===== src/rtl/cp0_int_unit.sv =====
// CP0 interrupt/exception unit: Count/Compare timer, Status, Cause, EPC,
// synchronised external interrupt edge capture and interrupt acknowledge.
module cp0_int_unit (
    input  logic        clk,
    input  logic        reset,
    input  logic [3:0]  irq_in,
    input  logic        mtc0,
    input  logic [4:0]  sel,
    input  logic [31:0] wdata,
    input  logic [31:0] pc_in,
    input  logic        exc,
    input  logic        cause_sel,
    input  logic        eret,
    input  logic        inta,
    output logic [31:0] rdata,
    output logic [31:0] status,
    output logic [31:0] epc,
    output logic        int_req
);

    localparam logic [4:0] SEL_COUNT   = 5'd9;
    localparam logic [4:0] SEL_COMPARE = 5'd11;
    localparam logic [4:0] SEL_STATUS  = 5'd12;
    localparam logic [4:0] SEL_CAUSE   = 5'd13;
    localparam logic [4:0] SEL_EPC     = 5'd14;

    localparam logic [4:0] EXC_CODE_INT = 5'd0;
    localparam logic [4:0] EXC_CODE_SYS = 5'd8;

    logic [31:0] count_reg, count_next;
    logic [31:0] compare_reg, compare_next;
    logic [31:0] epc_reg, epc_next;
    logic        ie_reg, ie_next;
    logic        exl_reg, exl_next;
    logic [7:0]  im_reg, im_next;
    logic [7:0]  ip_reg, ip_next;
    logic [4:0]  exc_code_reg, exc_code_next;
    logic [3:0]  sync1_reg, sync2_reg, hist_reg;

    logic        wr_count, wr_compare, wr_status, wr_cause, wr_epc;
    logic        timer_hit;
    logic [3:0]  irq_rise;
    logic [7:0]  ack_pend, ack_sel;
    logic [7:0]  ip_set, ip_clr, ip_wr;
    logic [31:0] cause_word;

    assign wr_count   = mtc0 && (sel == SEL_COUNT);
    assign wr_compare = mtc0 && (sel == SEL_COMPARE);
    assign wr_status  = mtc0 && (sel == SEL_STATUS);
    assign wr_cause   = mtc0 && (sel == SEL_CAUSE);
    assign wr_epc     = mtc0 && (sel == SEL_EPC);

    // Two-flop synchroniser followed by a history flop for edge detection.
    always_ff @(posedge clk or posedge reset) begin
        if (reset) begin
            sync1_reg <= 4'd0;
            sync2_reg <= 4'd0;
            hist_reg  <= 4'd0;
        end else begin
            sync1_reg <= irq_in;
            sync2_reg <= sync1_reg;
            hist_reg  <= sync2_reg;
        end
    end

    assign irq_rise  = sync2_reg & ~hist_reg;
    assign timer_hit = (count_reg == compare_reg);

    // Acknowledge isolates the lowest pending-and-enabled bit.
    assign ack_pend = ip_reg & im_reg;
    assign ack_sel  = inta ? (ack_pend & (~ack_pend + 8'd1)) : 8'd0;

    // A Compare write suppresses a same-cycle timer match on IP[7].
    assign ip_set = {timer_hit & ~wr_compare, 1'b0, irq_rise, 2'b00};
    assign ip_clr = ack_sel | {wr_compare, 7'd0};
    assign ip_wr  = {6'd0, wr_cause, wr_cause};

    genvar gi;
    generate
        for (gi = 0; gi < 8; gi++) begin : g_ip
            assign ip_next[gi] = ip_set[gi] ? 1'b1 :
                                 ip_clr[gi] ? 1'b0 :
                                 ip_wr[gi]  ? wdata[8+gi] :
                                              ip_reg[gi];
        end
    endgenerate

    always_comb begin
        count_next    = wr_count ? wdata : count_reg + 32'd1;
        compare_next  = wr_compare ? wdata : compare_reg;
        ie_next       = ie_reg;
        im_next       = im_reg;
        exl_next      = exl_reg;
        epc_next      = epc_reg;
        exc_code_next = exc_code_reg;

        if (wr_status) begin
            ie_next  = wdata[0];
            im_next  = wdata[15:8];
            exl_next = wdata[1];
        end
        if (wr_epc) begin
            epc_next = wdata;
        end
        if (eret) begin
            exl_next = 1'b0;
        end
        // Exception entry overrides eret and software writes of the same fields.
        if (exc) begin
            exl_next      = 1'b1;
            epc_next      = pc_in;
            exc_code_next = cause_sel ? EXC_CODE_INT : EXC_CODE_SYS;
        end
    end

    always_ff @(posedge clk or posedge reset) begin
        if (reset) begin
            count_reg    <= 32'd0;
            compare_reg  <= 32'hFFFF_FFFF;
            epc_reg      <= 32'd0;
            ie_reg       <= 1'b0;
            exl_reg      <= 1'b0;
            im_reg       <= 8'd0;
            ip_reg       <= 8'd0;
            exc_code_reg <= 5'd0;
        end else begin
            count_reg    <= count_next;
            compare_reg  <= compare_next;
            epc_reg      <= epc_next;
            ie_reg       <= ie_next;
            exl_reg      <= exl_next;
            im_reg       <= im_next;
            ip_reg       <= ip_next;
            exc_code_reg <= exc_code_next;
        end
    end

    assign status     = {16'd0, im_reg, 6'd0, exl_reg, ie_reg};
    assign cause_word = {16'd0, ip_reg, 1'b0, exc_code_reg, 2'b00};
    assign epc        = epc_reg;
    assign int_req    = ie_reg & ~exl_reg & (|(ip_reg & im_reg));

    always_comb begin
        rdata = 32'd0;
        case (sel)
            SEL_COUNT:   rdata = count_reg;
            SEL_COMPARE: rdata = compare_reg;
            SEL_STATUS:  rdata = status;
            SEL_CAUSE:   rdata = cause_word;
            SEL_EPC:     rdata = epc_reg;
            default:     rdata = 32'd0;
        endcase
    end

endmodule


===== config.mk =====
export PLATFORM = sky130hd
export DESIGN_NAME = cp0_int_unit
export DESIGN_NICKNAME = d
export VERILOG_FILES = /design/src/rtl/cp0_int_unit.sv
export SDC_FILE = /design/constraint.sdc
export NUM_CORES = 1
export LEC_CHECK = 0
export BUFFER_PORTS_ARGS = -buffer_cell sky130_fd_sc_hd__buf_2
export CAP_MARGIN = 0
export CELL_PAD_IN_SITES_DETAIL_PLACEMENT = 2
export CELL_PAD_IN_SITES_GLOBAL_PLACEMENT = 2
export CORE_MARGIN = 5
export CORE_UTILIZATION = 33
export DETAILED_ROUTE_END_ITERATION = 10
export GPL_TIMING_DRIVEN = 0
export PLACE_DENSITY = 0.89
export SLEW_MARGIN = 5
export SYNTH_ARGS = -nofsm -noshare
export SYNTH_HDL_FRONTEND = slang
export SYNTH_SLANG_ARGS = --single-unit

===== constraint.sdc =====
create_clock -name clk -period 4.6 [get_ports clk]
set_clock_uncertainty 0.1 [all_clocks]
set_input_delay 0.69 -clock clk [delete_from_list [all_inputs] [get_ports clk]]
set_output_delay 0.69 -clock clk [all_outputs]
set_load 0.01 [all_outputs]

# [After elaboration in Yosys (flattened, before gate mapping)]
# Cells that the tools add are included.
[totals] ff_bits=130 input_bits=80 output_inout_bits=97 word_cells=74
[classes] n_addsub=2 n_eq_ne=6 n_mux=23 bitwise_logic=11 reduce_logical=15
[op_table] op="32-bit one-hot mux with 5 select lines" n=1
[op_table] op="32-bit 2-to-1 mux" n=3
[op_table] op="32-bit by 1-bit adder with 32-bit output (second input constant)" n=1
[op_table] op="32-bit equality test" n=1
[op_table] op="5-bit by 4-bit equality test with 1-bit output (second input constant)" n=5
[op_table] op="1-bit 2-to-1 mux" n=17
[op_table] op="8-bit bitwise AND" n=2
[op_table] op="2-bit nonzero test" n=8
[op_table] op="8-bit by 1-bit adder with 8-bit output (second input constant)" n=1
[op_table] op="8-bit 2-to-1 mux" n=1
[op_table] op="8-bit NOT" n=1
[op_table] op="8-bit bitwise OR" n=1
[op_table] op="8-bit OR reduction" n=1
[op_table] op="1-bit logical AND" n=5
[op_table] op="4-bit bitwise AND" n=1
[op_table] op="4-bit 2-to-1 mux" n=1
[op_table] op="4-bit NOT" n=1
[op_table] op="1-bit bitwise AND" n=3
[op_table] op="3-bit nonzero test" n=1
[op_table] op="1-bit NOT" n=2

# [Logic depth before layout (Yosys ltp)]
[logic_depth] word_depth=8 mapped_depth=7 mapped_depth_nobuf=6

# [Worst setup path after synthesis]
# OpenSTA, ideal clock, no wires.
[synth_path] path_kind="input -> output" from="in sel[4]" to="out rdata[0]" arrival_ps=1804 t_required_ps=3810 setup_slack_ps=2006 cell_stages=5 path_buffers=1 path_cell_list="nand3b_1 -> nor2_2 -> clkbuf_1 -> a22oi_1 -> a21oi_1"
[synth_between] elab_chain_len=2 word_cells_on_any_way=6 cone_classes="eq/ne: 5; mux: 1"
[synth_lines] item="from (decl)" line_no="8" rtl="input logic [4:0] sel,"
[synth_lines] item="5-bit by 4-bit equality test with 1-bit output" line_no="145" rtl="case (sel)"
[synth_lines] item="32-bit one-hot mux with 5 select lines *" line_no="145"
[synth_lines] item="to (decl)" line_no="15" rtl="output logic [31:0] rdata,"
# Every way passes the cells marked *; elsewhere a longest branch is shown, timed or not.

# [Final worst setup path]
[layout_path] from="in sel[4]" to="out rdata[20]"
# The elaborated chain is that of the path after synthesis.

==> impl_metrics.ini <==
[sta]
slew_violations = 0
finalWorstSetupSlack_ns = 0.881
fmax_mhz = 269
finalCritPeriodShare_pct = 80.8
max_slew.worst_pin.slew_ns = 1.05
finalSetupViolCount = 0
hold_viol_final = 0
rsz0062_at_grt = false
slew_headroom_pct = 29.9
period_needed_ns = 3.72

[yosys]
synth_edf_count = 0
yosys.area_share.simple_pct = 14.1
ys_ff_latch = 126
synthArstFlopShare_pct = 100
muxShareOfSynthArea_pct = 13.7
seq_area_frac_synth_pct = 45.6
synthTopCellsByArea = dfrtp_1 (34%), dfstp_2 (12%), mux2_2 (7.9%)
synth_cells = 699
synth_top_family_by_area = simple AND/OR/NAND/NOR gates
synthAdderAreaFrac_pct = 0.179
synth.avg_cell_area_um2 = 10.0
yosys.area.top_type = dfrtp_1
yosysTopAreaCellShare_pct = 33.6
synth_commonest_cells = nand2_1 (96), dfrtp_1 (94), o21ai_0 (62)
synth_xor_area_share_pct = 7.75
synth.distinct_cells = 46
ys_warn_count = 0
synth_compound_area_share_pct = 12.8
yosysMostFrequentCell = nand2_1
synthFlopType = dfrtp_1
netlist_area_um2 = 7010

[clocking]
insertion_delay_ns = 0.44
numCtsBuffers = 17
htreeDepth = 4
cts_resized = 0
clk_pin_slew_worst_paths_ns = 0.05
root_buffer = clkbuf_16
post-cts-setup-buffers = 0
clock_sinks = 126
cts_hold_buf = 0
cts_tree = done
clock_path_buffers = 2

[global_routing]
grt_pass1_vias = 7516
grt.total_usage_pct = 24.7
grt_start_max_net_pins = 82
antenna_found_initial = 0
gr-total-overflow = 0
grt_pass1_wl_mm = 45.6

[worst_setup_path]
crit_type = primary input to primary output
cp_slowest_cell = clkbuf_1
critPathMaxFanout = 10
max_stage_delay_ns = 0.64
cp-start-kind = primary input
worstPathArrival_ns = 2.93
path_cells = buf_2 -> nand3b_1 -> nor2_2 -> clkbuf_1 -> a22o_1 -> nand2_1 -> o21ai_0 -> buf_2
required_ns = 3.81
end_kind = primary output
cp_common_cell = buf_2

[final_layout]
final_area_um2 = 8840
drive_gt1_share_pct = 35.5
nets = 974
area_growth_syn_to_layout_pct = 26.2
antenna_cells_inserted = 0
fin_cells = 1181

[pwr]
p_leak_nw = 3.94
power.density_nw_per_um2 = 474
ir_drop_uv = 280

[floorplan]
pin_count = 177
design.core.area_um2 = 21000
die_area_um2 = 24200
start_util_pct = 33.4
die_w_um = 156
num_rows = 53
die_h_um = 156

[placement]
place_congestion = 0.865
hpwl_mm = 20.6
dp_slack_ns = 0.994
placedCellCount = 1149
dpl-instance-area_um2 = 8230
io_buffers = 153

[worst_hold_path]
hp-class = primary input to async pin

[detailed_routing]
vias_per_cell = 5.46
wirelength_mm = 29.7
vias = 6447
drc_errors = 0
drtPass1Iterations = 5
ant_nets = 0
drt_iter0_drc = 440
wl_per_cell_um = 25.1

[run_status]
status = complete, no violations

[run]
maxCapViolCount = 0
## stage by stage
stage | hold WS [ns] | power [mW] | setup TNS (ns) | utilization [%]
2_1_floorplan | 0.231 | 2.27 | 0 | -
3_3_place_gp | 0.234 | 2.62 | -118.49 | 39.1
3_5_place_dp | 0.238 | 2.71 | 0 | 39.3
5_1_grt | 0.208 | 4.35 | 0 | 42.2
6_report | 0.191 | 4.19 | 0 | 42.2
4_1_cts | 0.201 | 4.19 | 0 | 42.2
## report_power, final
part | switching (mW) | total [mW] | internal (mW) | leakage, nW
clock | 0.539 | 1.43 | 0.894 | 0.296
combinational | 0.577 | 1.04 | 0.460 | 2.20
sequential | 0.337 | 1.72 | 1.38 | 1.44
## final cells by class
cell class | instances | area, µm²
Clock inverter | 10 | 138
Inverter | 9 | 38.8
Sequential cell | 126 | 3190
Multi-Input combinational cell | 517 | 3480
Tap cell | 275 | 344
Timing Repair Buffer | 154 | 793
Fill cell | 2316 | 12100
Clock buffer | 22 | 474
Buffer | 68 | 374
## kinds of logic (layout without fill, tap and decap cells)
group,count (synthesis),after routing
multiplexers,90,90
AO/OA/AOI/OAI,148,148
other,1,22
AND/OR/NAND/NOR,194,194
flip-flops,126,126
adder cells (fa/ha/maj),1,1
buffers and inverters,77,263
XOR/XNOR,62,62
## placed cells by master, fill, tap and decap left out, types with 23 or more instances in the layout
cell type,netlist,layout
o21ai_0,62,62
dfrtp_1,94,94
nor2_1,40,40
nand2_1,96,96
clkbuf_1,26,28
xnor2_1,53,53
a21oi_1,39,39
buf_2,14,167
mux2i_1,41,41
a22o_1,23,23
mux2_2,49,49
dfstp_2,32,32
buf_4,27,27
## path summary, 6_finish.rpt
path | from | endpoint | slack [ns] | cells after the start
max reg2reg | count_reg[0]$_DFF_PP0_ | count_reg[30]$_DFF_PP0_ | 2.39 | 7
min in group clk | sync1_reg[0]$_DFF_PP0_ | sync2_reg[0]$_DFF_PP0_ | 0.25 | 0
max in group asynchronous | reset | compare_reg[24]$_DFFE_PP1P_ | 3.41 | 3
min | reset | sync1_reg[0]$_DFF_PP0_ | 0.19 | 2
min reg2reg | sync1_reg[0]$_DFF_PP0_ | sync2_reg[0]$_DFF_PP0_ | 0.25 | 0
max | sel[4] | rdata[20] | 0.88 | 8
## worst max-delay path: cells and delay by family
kind,cells,cell delay (ns)
AO/OA/AOI/OAI,2,0.47
buffers and inverters,3,0.96
AND/OR/NAND/NOR,3,0.79
## per-layer routing
metal | wire length (µm) | global-route usage [%]
met5 | 0 | 0
met4 | 1160 | 11.4
met3 | 1240 | 4.19
met2 | 14900 | 43.1
met1 | 12300 | 29.9
No activity file was read; power rests on OpenSTA's default activity.
